<file path="src/rtl/instr_fetch_pkg.sv">
// Shared types and constants for the instruction fetch stage.
// Holds the fetch FSM states, the bubble word and the default memory geometry.
package instr_fetch_pkg;

  typedef enum logic {
    ST_RUN  = 1'b0,
    ST_HALT = 1'b1
  } fetch_state_e;

  localparam logic [31:0] NOP_WORD           = 32'h0000_0000;
  localparam logic [31:0] DEFAULT_RESET_PC   = 32'h0000_0000;
  localparam int unsigned DEFAULT_IMEM_WORDS = 64;

  // Forces a byte address onto a word boundary so the PC never holds stray low bits.
  function automatic logic [31:0] align_word(input logic [31:0] addr);
    return {addr[31:2], 2'b00};
  endfunction

  function automatic logic pc_in_range(input logic [31:0] pc, input logic [32:0] limit_bytes);
    return ({1'b0, pc} < limit_bytes);
  endfunction

endpackage

</file>
<file path="src/rtl/if_id_reg.sv">
// IF/ID pipeline register: loads a fetched instruction unless stalled.
// A flush always wins over a stall and turns the slot into a bubble.
module if_id_reg
  import instr_fetch_pkg::*;
(
  input  logic        i_clock,
  input  logic        i_reset,
  input  logic        i_stall,
  input  logic        i_flush,
  input  logic [31:0] i_instr,
  input  logic [31:0] i_pc_plus4,
  output logic [31:0] o_instr,
  output logic [31:0] o_pc_plus4,
  output logic        o_valid
);

  logic [31:0] r_instr;
  logic [31:0] r_pc_plus4;
  logic        r_valid;

  // A bubble keeps the old pc_plus4 but replaces the instruction with a NOP.
  always_ff @(posedge i_clock) begin
    if (i_reset) begin
      r_instr    <= NOP_WORD;
      r_pc_plus4 <= 32'h0;
      r_valid    <= 1'b0;
    end else if (i_flush) begin
      r_instr    <= NOP_WORD;
      r_valid    <= 1'b0;
    end else if (!i_stall) begin
      r_instr    <= i_instr;
      r_pc_plus4 <= i_pc_plus4;
      r_valid    <= 1'b1;
    end
  end

  assign o_instr    = r_instr;
  assign o_pc_plus4 = r_pc_plus4;
  assign o_valid    = r_valid;

endmodule

</file>
<file path="src/rtl/instr_fetch.sv">
// Instruction fetch stage: PC register, RUN/HALT fault FSM and fetch counter.
// The instruction memory is combinational, so IF/ID sees each word one edge after its address.
module instr_fetch
  import instr_fetch_pkg::*;
#(
  parameter logic [31:0] RESET_PC   = DEFAULT_RESET_PC,
  parameter int unsigned IMEM_WORDS = DEFAULT_IMEM_WORDS
)(
  input  logic        i_clock,
  input  logic        i_reset,
  input  logic        i_stall,
  input  logic        i_flush,
  input  logic        i_redirect_valid,
  input  logic [31:0] i_redirect_target,
  output logic [31:0] o_imem_addr,
  input  logic [31:0] i_imem_instr,
  output logic [31:0] o_if_id_instr,
  output logic [31:0] o_if_id_pc_plus4,
  output logic        o_if_id_valid,
  output logic        o_fetch_fault,
  output logic [31:0] o_fetch_count
);

  localparam logic [32:0] IMEM_BYTES = 33'(IMEM_WORDS) << 2;

  fetch_state_e r_state;
  fetch_state_e w_state_next;

  logic [31:0] r_pc;
  logic [31:0] r_fetch_count;
  logic [31:0] w_pc_next;
  logic [31:0] w_pc_plus4;
  logic [31:0] w_target;
  logic        w_pc_in_range;
  logic        w_target_in_range;
  logic        w_ifid_stall;
  logic        w_ifid_flush;
  logic        w_count_en;
  logic        w_fault;

  assign w_pc_plus4        = r_pc + 32'd4;
  assign w_target          = align_word(i_redirect_target);
  assign w_pc_in_range     = pc_in_range(r_pc, IMEM_BYTES);
  assign w_target_in_range = pc_in_range(w_target, IMEM_BYTES);

  always_ff @(posedge i_clock) begin
    if (i_reset) r_state <= ST_RUN;
    else         r_state <= w_state_next;
  end

  // A redirect always beats the range check, so a jump away from a bad PC never faults.
  always_comb begin
    w_state_next = r_state;
    case (r_state)
      ST_RUN:  if (!i_redirect_valid && !w_pc_in_range) w_state_next = ST_HALT;
      ST_HALT: if (i_redirect_valid && w_target_in_range) w_state_next = ST_RUN;
      default: w_state_next = ST_RUN;
    endcase
  end

  always_comb begin
    w_pc_next    = r_pc;
    w_ifid_stall = 1'b0;
    w_ifid_flush = 1'b0;
    w_count_en   = 1'b0;
    w_fault      = 1'b0;
    case (r_state)
      ST_RUN: begin
        if (i_redirect_valid) begin
          w_pc_next    = w_target;
          w_ifid_flush = 1'b1;
        end else if (!w_pc_in_range) begin
          w_ifid_flush = 1'b1;
        end else begin
          w_ifid_stall = i_stall;
          w_ifid_flush = i_flush;
          w_count_en   = !i_stall && !i_flush;
          if (!i_stall) w_pc_next = w_pc_plus4;
        end
      end
      ST_HALT: begin
        w_fault      = 1'b1;
        w_ifid_flush = 1'b1;
        if (i_redirect_valid && w_target_in_range) w_pc_next = w_target;
      end
      default: begin
        w_ifid_flush = 1'b1;
      end
    endcase
  end

  always_ff @(posedge i_clock) begin
    if (i_reset) begin
      r_pc          <= align_word(RESET_PC);
      r_fetch_count <= 32'h0;
    end else begin
      r_pc <= w_pc_next;
      if (w_count_en) r_fetch_count <= r_fetch_count + 32'd1;
    end
  end

  if_id_reg u_if_id_reg (
    .i_clock    (i_clock),
    .i_reset    (i_reset),
    .i_stall    (w_ifid_stall),
    .i_flush    (w_ifid_flush),
    .i_instr    (i_imem_instr),
    .i_pc_plus4 (w_pc_plus4),
    .o_instr    (o_if_id_instr),
    .o_pc_plus4 (o_if_id_pc_plus4),
    .o_valid    (o_if_id_valid)
  );

  assign o_imem_addr   = r_pc;
  assign o_fetch_fault = w_fault;
  assign o_fetch_count = r_fetch_count;

endmodule

</file>
<file path="config.mk">
export PLATFORM = sky130hd
export DESIGN_NAME = instr_fetch
export DESIGN_NICKNAME = d
export VERILOG_FILES = /design/src/rtl/instr_fetch_pkg.sv /design/src/rtl/if_id_reg.sv /design/src/rtl/instr_fetch.sv
export SDC_FILE = /design/constraint.sdc
export NUM_CORES = 1
export LEC_CHECK = 0
export ABC_AREA = 1
export BUFFER_PORTS_ARGS = -buffer_cell sky130_fd_sc_hd__buf_2
export CORE_MARGIN = 2
export CORE_UTILIZATION = 35
export CTS_CLUSTER_SIZE = 40
export DETAILED_ROUTE_END_ITERATION = 10
export PLACE_DENSITY_LB_ADDON = 0.2
export SLEW_MARGIN = 20
export SYNTH_ARGS = -nofsm -noshare
export SYNTH_HDL_FRONTEND = slang
export SYNTH_HIERARCHICAL = 1
export SYNTH_SLANG_ARGS = --single-unit
</file>
<file path="constraint.sdc">
create_clock -name i_clock -period 4 [get_ports i_clock]
set_clock_uncertainty 0.05 [all_clocks]
set_input_delay 0.8 -clock i_clock [delete_from_list [all_inputs] [get_ports i_clock]]
set_output_delay 0.8 -clock i_clock [all_outputs]
set_load 0.01 [all_outputs]
</file>
==> flow_summary.json <==
{
  "outcome": "complete, no violations",
  "yosysSeqAreaShare": 0.361,
  "cts_root_buffer": "clkbuf_16",
  "cp-start-kind": "primary input",
  "cpPeakStageDelay_ns": 0.65,
  "clock_path_buffers": 2,
  "holdWs_ns": 0.411,
  "worst_slew_pin_slew_ns": 0.997,
  "first_pass_iters": 4,
  "grt_max_degree": 65,
  "grt_overflow_total": 0,
  "finalCritPeriodShare": 0.625,
  "critPathBufInv": 2,
  "syn_area_um2": 7100,
  "relSlewSlack": 0.335,
  "yosysTopAreaCellShare": 0.361,
  "cpMaxStageDelayCell": "nor2_8",
  "final_common_cell": "nand2_1",
  "max_freq_ghz": 0.400,
  "fin_crit_ns": 2.50,
  "ir_drop_mv": 0.280,
  "nFillCells": 2222,
  "diodes": 0,
  "layout_common_cells": "nand2_1 (414), nor2_1 (218), buf_2 (194), dfxtp_1 (128), inv_1 (112)",
  "ys.flop_type": "dfxtp_1",
  "critPathKind": "in -> reg",
  "finalHoldViolations": 0,
  "power_uw": 3310,
  "nNetsFinal": 1377,
  "place.gp.congestion": 0.884,
  "synth_edf_count": 0,
  "worst_hold_path_type": "reg -> reg",
  "ys_types": 34,
  "final_cell_area_um2": 8800,
  "cp_cell_sequence": "buf_2, nor2_4, inv_1, nor2_1, nand2_4, nor2_8, nand2_1, nand2_1, nor2_1",
  "cts_tree": "done",
  "hpwl_um": 14600,
  "drtIter0Drc": 387,
  "setup_viol": 0,
  "ant_nets": 0,
  "die_w_um": 146,
  "die-area_um2": 21500,
  "drv_slew": 0,
  "ff_latch_area_um2": 2560,
  "vias": 7179,
  "grt_pass1_vias": 6647,
  "cts_resized": 0,
  "ios": 199,
  "async_flop_share": 0,
  "crit_family": "simple AND/OR/NAND/NOR gates",
  "via_per_inst": 4.52,
  "h-tree-depth": 4,
  "grt_usage": 0.190,
  "critPathRequiredTime_ns": 4.26,
  "floorplan.initialDensity": 0.353,
  "p_leak_uw": 0.00426,
  "port_buffers": 194,
  "antenna_found_initial": 1,
  "die_y_um": 146,
  "p_per_area_nw_per_um2": 376,
  "path_clk_slew_ns": 0.06,
  "cts_buffers": 17,
  "core_area_um2": 20100,
  "yosysTopAreaCell": "dfxtp_1",
  "placed_area_um2": 8200,
  "rsz0062_at_grt": "false",
  "synth_cells": 1129,
  "avgSynthCellArea_um2": 6.29,
  "area_growth_pct": 23.9,
  "post_drt_wl_per_cell_um": 12.7,
  "rows": 52,
  "arrival_ns": 2.76,
  "post_cts_buffers": 0,
  "ys_ff_latch": 128,
  "drive_gt1_frac": 0.221,
  "maxCapViolations": 0,
  "hold_buffers": 0,
  "wirelength_um": 20200,
  "end_kind": "flop",
  "yosys-top-cells-area": "dfxtp_1 (36%), nand2_1 (22%), nor2_1 (12%)",
  "multi_input_area_um2": 3850,
  "tns_ns": 0,
  "crit_path_max_fanout": 64,
  "cts_sinks": 128,
  "yosysWarnings": 6,
  "insertion_delay_ns": 0.42,
  "drc_errors": 0,
  "grt_pass1_wl_um": 33000
}
## layout make-up
cell class	count	share of cell area
multi-input cells	843	0.438
flip-flops and latches	128	0.291
repair buffers	198	0.114
well taps	270	0.0384
clock buffers	24	0.0570
inverters	118	0.0503
clock inverters	8	0.0115
## flip-flops by register name, indices dropped and copies added, names as in the netlist
name and count:
o_fetch_count 32, u_if_id_reg/o_instr 32, u_if_id_reg/o_pc_plus4 32, o_imem_addr 30
r_state 1, u_if_id_reg/o_valid 1
## worst min-delay path, cell delays in order (launching register included)
cell and delay (ns):
dfxtp_1 0.31, nand2_1 0.05, a21oi_1 0.06
## cells in the mapped netlist, drive strengths merged, types with 7 or more instances
master / n
o21ai: 7
nand2: 418
xor2: 33
nor2: 232
nand4: 13
nand3: 33
inv: 118
a21oi: 63
nor3: 23
clkbuf: 11
dfxtp: 128
buf: 32
nand3b: 10
## report_power, final
part | leakage, µW | switching, µW | internal (µW)
clock network | 0.000289 | 594 | 1000
logic | 0.00293 | 220 | 130
registers | 0.00104 | 50.2 | 1310
total | 0.00426 | 864 | 2440
## metal layers
metal,GRT usage,up-vias,part of all wire
met5,0,-,0.00035
met4,0.0544,2,0.013
met3,0.0469,18,0.050
met2,0.311,135,0.46
met1,0.249,3246,0.48
li1,-,3778,-
## cells by family (layout without fill, tap and decap cells)
logic type               count (synthesis)  in the layout  synth area share
AND/OR/NAND/NOR                        732            732             0.429
buffers and inverters                  161            348            0.0988
flip-flops                             128            128             0.361
AO/OA/AOI/OAI                           70             70            0.0646
XOR/XNOR                                35             35            0.0431
adder cells (fa/ha/maj)                  2              2           0.00352
other                                    1              4          0.000528
## final timing paths
check | endpoint | cells after the start | slack (ns) | start
setup / recovery | u_if_id_reg/o_pc_plus4[28] | 9 | 1.50 | i_redirect_valid
hold / removal | u_if_id_reg/o_instr[27] | 2 | 0.41 | u_if_id_reg/o_instr[27]
setup reg to reg | u_if_id_reg/o_pc_plus4[28] | 8 | 1.66 | r_state
hold reg to reg | u_if_id_reg/o_instr[27] | 2 | 0.41 | u_if_id_reg/o_instr[27]
## through the flow
| stage | worst slack (ns) | std cells | utilization |
|---|---|---|---|
| finish | 1.50 | 1589 | 0.438 |
| global route | 1.30 | 1589 | 0.438 |
| CTS | 1.50 | 1589 | 0.438 |
| detailed placement | 1.06 | 1557 | 0.408 |
| global placement | 1.08 | 1557 | 0.408 |
| floorplan | 1.95 | 1132 | - |
No activity file was read; power rests on OpenSTA's default activity.
